<file path="src/rtl/seq_divider.sv">
// seq_divider: multi-cycle restoring divider, one quotient bit per clock.
// Supports unsigned/signed operands, round-to-nearest (half away from zero),
// a valid/ready handshake on both sides, and divide-by-zero / overflow flags.
module seq_divider #(
  parameter  int N  = 65,
  localparam int CW = $clog2(N+1)
) (
  input  logic         clk,
  input  logic         rst,
  input  logic         in_valid,
  output logic         in_ready,
  input  logic         is_signed,
  input  logic         round_en,
  input  logic [N-1:0] dividend,
  input  logic [N-1:0] divisor,
  output logic         out_valid,
  input  logic         out_ready,
  output logic [N-1:0] quotient,
  output logic [N-1:0] remainder,
  output logic         div_by_zero,
  output logic         overflow
);

  typedef enum logic [1:0] {IDLE, CALC, FIX, DONE} state_t;

  localparam logic [CW-1:0] LAST = CW'(N-1);

  state_t          state_q, state_d;
  logic [CW-1:0]   cnt_q, cnt_d;
  logic [2*N-1:0]  rem_q, rem_d;     // partial remainder (magnitude)
  logic [2*N-1:0]  dsh_q, dsh_d;     // divisor magnitude, shifted right each step
  logic [N-1:0]    quo_q, quo_d;     // quotient magnitude, built MSB first
  logic [N-1:0]    dmag_q, dmag_d;   // |divisor|, kept for rounding
  logic [N-1:0]    adv_q, adv_d;     // raw dividend, returned on divide by zero
  logic            rnd_q, rnd_d;
  logic            negq_q, negq_d;
  logic            negr_q, negr_d;
  logic            dz_q, dz_d;
  logic            ov_q, ov_d;
  logic [N-1:0]    qo_q, qo_d;
  logic [N-1:0]    ro_q, ro_d;
  logic            dzo_q, dzo_d;
  logic            ovo_q, ovo_d;
  logic            ovld_q, ovld_d;

  // operand magnitudes; the most negative value maps onto 2^(N-1) unsigned
  logic [N-1:0] amag, bmag;
  assign amag = (is_signed && dividend[N-1]) ? (~dividend + 1'b1) : dividend;
  assign bmag = (is_signed && divisor[N-1])  ? (~divisor + 1'b1)  : divisor;

  // rounding and sign correction on the finished magnitudes
  logic [N-1:0] rm, qm, rmag;
  logic         rnd_hit;
  assign rm      = rem_q[N-1:0];
  assign rnd_hit = rnd_q && ({rm, 1'b0} >= {1'b0, dmag_q});
  assign qm      = quo_q + {{(N-1){1'b0}}, rnd_hit};
  assign rmag    = rnd_hit ? (rm - dmag_q) : rm;

  assign in_ready    = (state_q == IDLE);
  assign out_valid   = ovld_q;
  assign quotient    = qo_q;
  assign remainder   = ro_q;
  assign div_by_zero = dzo_q;
  assign overflow    = ovo_q;

  // state register and datapath flops
  always_ff @(posedge clk or posedge rst) begin
    if (rst) begin
      state_q <= IDLE;
      cnt_q   <= '0;
      rem_q   <= '0;
      dsh_q   <= '0;
      quo_q   <= '0;
      dmag_q  <= '0;
      adv_q   <= '0;
      rnd_q   <= 1'b0;
      negq_q  <= 1'b0;
      negr_q  <= 1'b0;
      dz_q    <= 1'b0;
      ov_q    <= 1'b0;
      qo_q    <= '0;
      ro_q    <= '0;
      dzo_q   <= 1'b0;
      ovo_q   <= 1'b0;
      ovld_q  <= 1'b0;
    end else begin
      state_q <= state_d;
      cnt_q   <= cnt_d;
      rem_q   <= rem_d;
      dsh_q   <= dsh_d;
      quo_q   <= quo_d;
      dmag_q  <= dmag_d;
      adv_q   <= adv_d;
      rnd_q   <= rnd_d;
      negq_q  <= negq_d;
      negr_q  <= negr_d;
      dz_q    <= dz_d;
      ov_q    <= ov_d;
      qo_q    <= qo_d;
      ro_q    <= ro_d;
      dzo_q   <= dzo_d;
      ovo_q   <= ovo_d;
      ovld_q  <= ovld_d;
    end
  end

  // next-state and datapath update
  always_comb begin
    state_d = state_q;
    cnt_d   = cnt_q;
    rem_d   = rem_q;
    dsh_d   = dsh_q;
    quo_d   = quo_q;
    dmag_d  = dmag_q;
    adv_d   = adv_q;
    rnd_d   = rnd_q;
    negq_d  = negq_q;
    negr_d  = negr_q;
    dz_d    = dz_q;
    ov_d    = ov_q;
    qo_d    = qo_q;
    ro_d    = ro_q;
    dzo_d   = dzo_q;
    ovo_d   = ovo_q;
    ovld_d  = ovld_q;
    case (state_q)
      IDLE: begin
        if (in_valid) begin
          state_d = CALC;
          cnt_d   = '0;
          rem_d   = {{N{1'b0}}, amag};
          dsh_d   = {{N{1'b0}}, bmag} << (N-1);
          quo_d   = '0;
          dmag_d  = bmag;
          adv_d   = dividend;
          rnd_d   = round_en;
          negq_d  = is_signed && (dividend[N-1] ^ divisor[N-1]);
          negr_d  = is_signed && dividend[N-1];
          dz_d    = (divisor == '0);
          ov_d    = is_signed && (dividend == {1'b1, {(N-1){1'b0}}}) &&
                    (divisor == '1);
        end
      end
      CALC: begin
        // one restoring step: subtract when the shifted divisor fits
        if (rem_q >= dsh_q) begin
          rem_d = rem_q - dsh_q;
          quo_d = {quo_q[N-2:0], 1'b1};
        end else begin
          quo_d = {quo_q[N-2:0], 1'b0};
        end
        dsh_d = dsh_q >> 1;
        cnt_d = cnt_q + CW'(1);
        if (cnt_q == LAST) state_d = FIX;
      end
      FIX: begin
        qo_d    = dz_q ? '1    : (negq_q ? (~qm + 1'b1)   : qm);
        ro_d    = dz_q ? adv_q : (negr_q ? (~rmag + 1'b1) : rmag);
        dzo_d   = dz_q;
        ovo_d   = ov_q && !dz_q;
        ovld_d  = 1'b1;
        state_d = DONE;
      end
      DONE: begin
        if (out_ready) begin
          ovld_d  = 1'b0;
          dzo_d   = 1'b0;
          ovo_d   = 1'b0;
          state_d = IDLE;
        end
      end
      default: state_d = IDLE;
    endcase
  end

endmodule

</file>
<file path="config.mk">
export PLATFORM = sky130hd
export DESIGN_NAME = seq_divider
export DESIGN_NICKNAME = d
export VERILOG_FILES = /design/src/rtl/seq_divider.sv
export SDC_FILE = /design/constraint.sdc
export NUM_CORES = 2
export LEC_CHECK = 0
export ABC_AREA = 1
export BUFFER_PORTS_ARGS = -buffer_cell sky130_fd_sc_hd__buf_2
export CORE_MARGIN = 2
export CORE_UTILIZATION = 50
export CTS_CLUSTER_SIZE = 14
export DETAILED_ROUTE_END_ITERATION = 7
export PLACE_DENSITY = 0.67
export SETUP_SLACK_MARGIN = 0.15
export SYNTH_ARGS = -nofsm -noshare
export SYNTH_HDL_FRONTEND = slang
export SYNTH_SLANG_ARGS = --single-unit
</file>
<file path="constraint.sdc">
create_clock -name clk -period 50.1 [get_ports clk]
set_input_delay 12.525 -clock clk [delete_from_list [all_inputs] [get_ports clk]]
set_output_delay 12.525 -clock clk [all_outputs]
set_load 0.01 [all_outputs]
</file>
==> impl_results.md <==
- F_max: 64.2 MHz
- Multi-input logic area: 31,400 um^2
- Antenna violations before repair: 15
- Synth Cell Area: roughly 52,000 um^2
- TritonCTS sink count: about 600
- Prevailing post-synth register cell: dfrtp_1
- Initial Utilization: between 50% and 60%
- Total Wirelength: 229,000 um
- Vias per inst: 5.87
- DP Cell Count: between 9,000 and 10,000
- Register Area: roughly 15,000 um^2
- Synthesized instance count: 8,310
- Post-DP HPWL: ~190,000 um
- Commonest non-fill, non-tap cells in the layout: nand2_1, inv_1, nor2_1, o21ai_0, dfrtp_1
- Mapped Nets: 8,720
- Final hold slack: ~0.48 ns
- Worst Setup Start Kind: primary input
- Post-cts resize count: 0
- Commonest non-fill, non-tap cell in the layout: nand2_1
- Worst clock skew: approximately 0.025 ns
- Final setup fails: 0
- Fillers: approximately 11,000
- Worst setup EP type: register
- Status: finished, final reports clean
- Detail Route Antenna Nets: 0
- Clock root buffer: clkbuf_16
- Non-filler cells, final: ~9,900
- Layout cells sized above 1: 7.19%
- Cts hold-fix bufs: 0
- Gpl congestion: approximately 1.1
- RSZ-0062 raised after global routing: false
- Register bit total from synthesis: around 600
- Number of synthesized flops with an enable pin: 0
- Setup CP Type: primary input to register
- FFs w/ async S/R, synth: 100%
- Row Count: approximately 120
- Global route hottest layer: met2
- Type of the worst min-delay path: register to register
- Power Dens Cells: 85.8 nW/um^2
- Initial DRC Count: about 7,400
- Clock-pin slew on the worst setup and hold paths: 0.06 ns
- Layout area overhead: 10.4%
- Setup WS post-layout: ~35 ns
- Worst Max-Slew Pin Slew: approximately 1.3 ns
- Final min period: between 15 and 20 ns
- IO Port Bufs: roughly 270
- Setup_tns: 0 ns
- Die area: ~110,000 um^2
- Max cap viols: 0
- H-Tree Depth: 3
- Max Fanout on Critical Path: 5
- Worst Hold Path Cells: 2
- Synth warnings: 0
- Critical R2R Capture: quotient[57]
- Die W: 327 um
- Leakage Power: between 20 and 30 nW
- Final Hold Viols: 0
- Core area: ~100,000 um^2
- Gr ovfl total: 0
- GRT met1 Usage: a little under 60%
- Reg-to-Reg Start: rem_q[32]
- Critical Path AT: 16.18 ns
- Max Transition Viols Final: 0
- Dpl ws: roughly 34 ns
- Setup bufs post-CTS: 0
- Met3 GRT Util: 10.2%
- Slew HR: 11.4%
- I/O pins: between 200 and 300
- Worst Path Required: 50.70 ns
- Clk_lat worst skew: a little under 0.7 ns
- R2R Setup Slk: approximately 44 ns
- DR WL/cell: around 23 um
- Hold endpoint: quotient[58]
- Fin nets: 8,904
- Met2 usage: 59.8%
- First-pass GRT wire length: 335,000 um
- First-pass DRT Iterations: 7
- Worst IR Drop VDD: 0.0000654 V
- Via Count: a little under 60,000
- Final worst path period share: between 30% and 40%
- Detailed-route DRC error count: 0
- Clock tree buffer depth: 3
- Reg2Reg Depth: 31
- Largest net degree at the start of global routing: 152
- Yosys cell types: 69
- Vias in the first global route: about 53,000
- CTS buffer count: 74
- Die H: approximately 330 um
- CTS tree: built
- Register area share after synthesis: between 20% and 30%
- Mean post-synth cell area: 6.27 um^2
- HP Start: quotient[58]
- GRT Total Usage: about two fifths
## metrics by stage
step	utilization (%)	total power, mW	cell area, um^2
after floorplan	-	3.04	52100
after global placement	53.0	4.15	54900
after detailed placement	53.0	4.20	54900
after CTS	55.6	4.81	57500
after global routing	55.6	5.28	57500
final	55.6	4.94	57500
## sequential cells by signal (all words and copies together), names as in the netlist
| name | flops |
|---|---|
| remainder | 65 |
| rem_q | 130 |
| out_valid | 1 |
| dz_q | 1 |
| rnd_q | 1 |
| quotient | 65 |
| div_by_zero | 1 |
| cnt_q | 7 |
| adv_q | 65 |
| quo_q | 65 |
| negr_q | 1 |
| ov_q | 1 |
| negq_q | 1 |
| dsh_q | 129 |
| overflow | 1 |
| state_q | 2 |
| dmag_q | 65 |
## logic make-up (layout without fill, tap and decap cells)
logic type | Yosys count | count (layout) | synth area share (%)
compound gates | 1699 | 1699 | 17.9
xor+xnor | 194 | 194 | 3.35
fa+ha+maj | 274 | 274 | 6.61
buf+inv | 1493 | 1736 | 10.9
flops | 601 | 601 | 28.9
other cells | 0 | 6 | 0
simple gates | 4049 | 4049 | 32.4
## worst max-delay path, stage by stage
cell and delay, ns:
buf_2 0.13, nor2_1 0.19, nand2_1 0.11, nor4_1 0.48
nand4_1 0.39, nor3_1 0.34, nand3_1 0.16, nor3_1 0.37
inv_1 0.11, nor4_1 0.31, ha_1 0.50, nand4_1 0.16
nor3_1 0.20, nand4_1 0.12, nand2_1 0.09
## final cells by class
class	instances	share of cell area [%]
flip-flops and latches	601	26.1
clock inverters	28	0.794
inverters	1264	8.28
multi-input cells	6216	54.6
diodes	6	0.0261
repair buffers	337	3.27
well taps	1380	3.00
clock buffers	107	3.86
## cell usage after synthesis, drive strengths merged (4+ instances only)
cell / instances / area [um^2]
a211oi: 6 / 45.0
a21boi: 19 / 146
a21o: 18 / 135
a21oi: 557 / 2800
a22oi: 5 / 37.5
a31oi: 122 / 763
and2: 8 / 50.1
and3: 8 / 51.3
buf: 63 / 332
clkbuf: 166 / 623
dfrtp: 601 / 15000
ha: 272 / 3400
inv: 1261 / 4730
nand2: 2266 / 8550
nand3: 401 / 2100
nand3b: 29 / 218
nand4: 89 / 569
nor2: 1047 / 4140
nor3: 126 / 676
nor4: 48 / 330
o2111ai: 4 / 35.0
o211ai: 22 / 165
o21a: 31 / 233
o21ai: 713 / 3570
o21bai: 23 / 173
o221ai: 5 / 43.8
o22ai: 143 / 895
o2bb2ai: 8 / 70.1
o31ai: 4 / 30.0
o32ai: 7 / 61.3
or2: 22 / 138
xnor2: 41 / 359
xor2: 153 / 1390
## report_power, final
part           internal (mW)  total [mW]  leakage, nW  switching [mW]
logic                  0.991        3.50         20.1            2.51
registers              0.683       0.838         7.64           0.155
clock network          0.361       0.601         1.31           0.241
## routing by layer
layer | up-vias | wire (um)
li1 | 27300 | -
met1 | 27300 | 96100
met2 | 3251 | 92500
met3 | 491 | 28000
met4 | 8 | 12400
met5 | - | 88
## how the worst max path moves through the flow
stage,slack [ns],depth (start not counted),endpoint,from
finish,34.52,15,ov_q,dividend[32]
global route,34.28,9,rem_q[55],in_valid
CTS,34.64,9,rem_q[3],in_valid
detailed placement,33.94,9,rem_q[55],in_valid
global placement,33.99,9,rem_q[55],in_valid
floorplan,20.75,1,adv_q[0],rst
No activity file was read; power rests on OpenSTA's default activity.
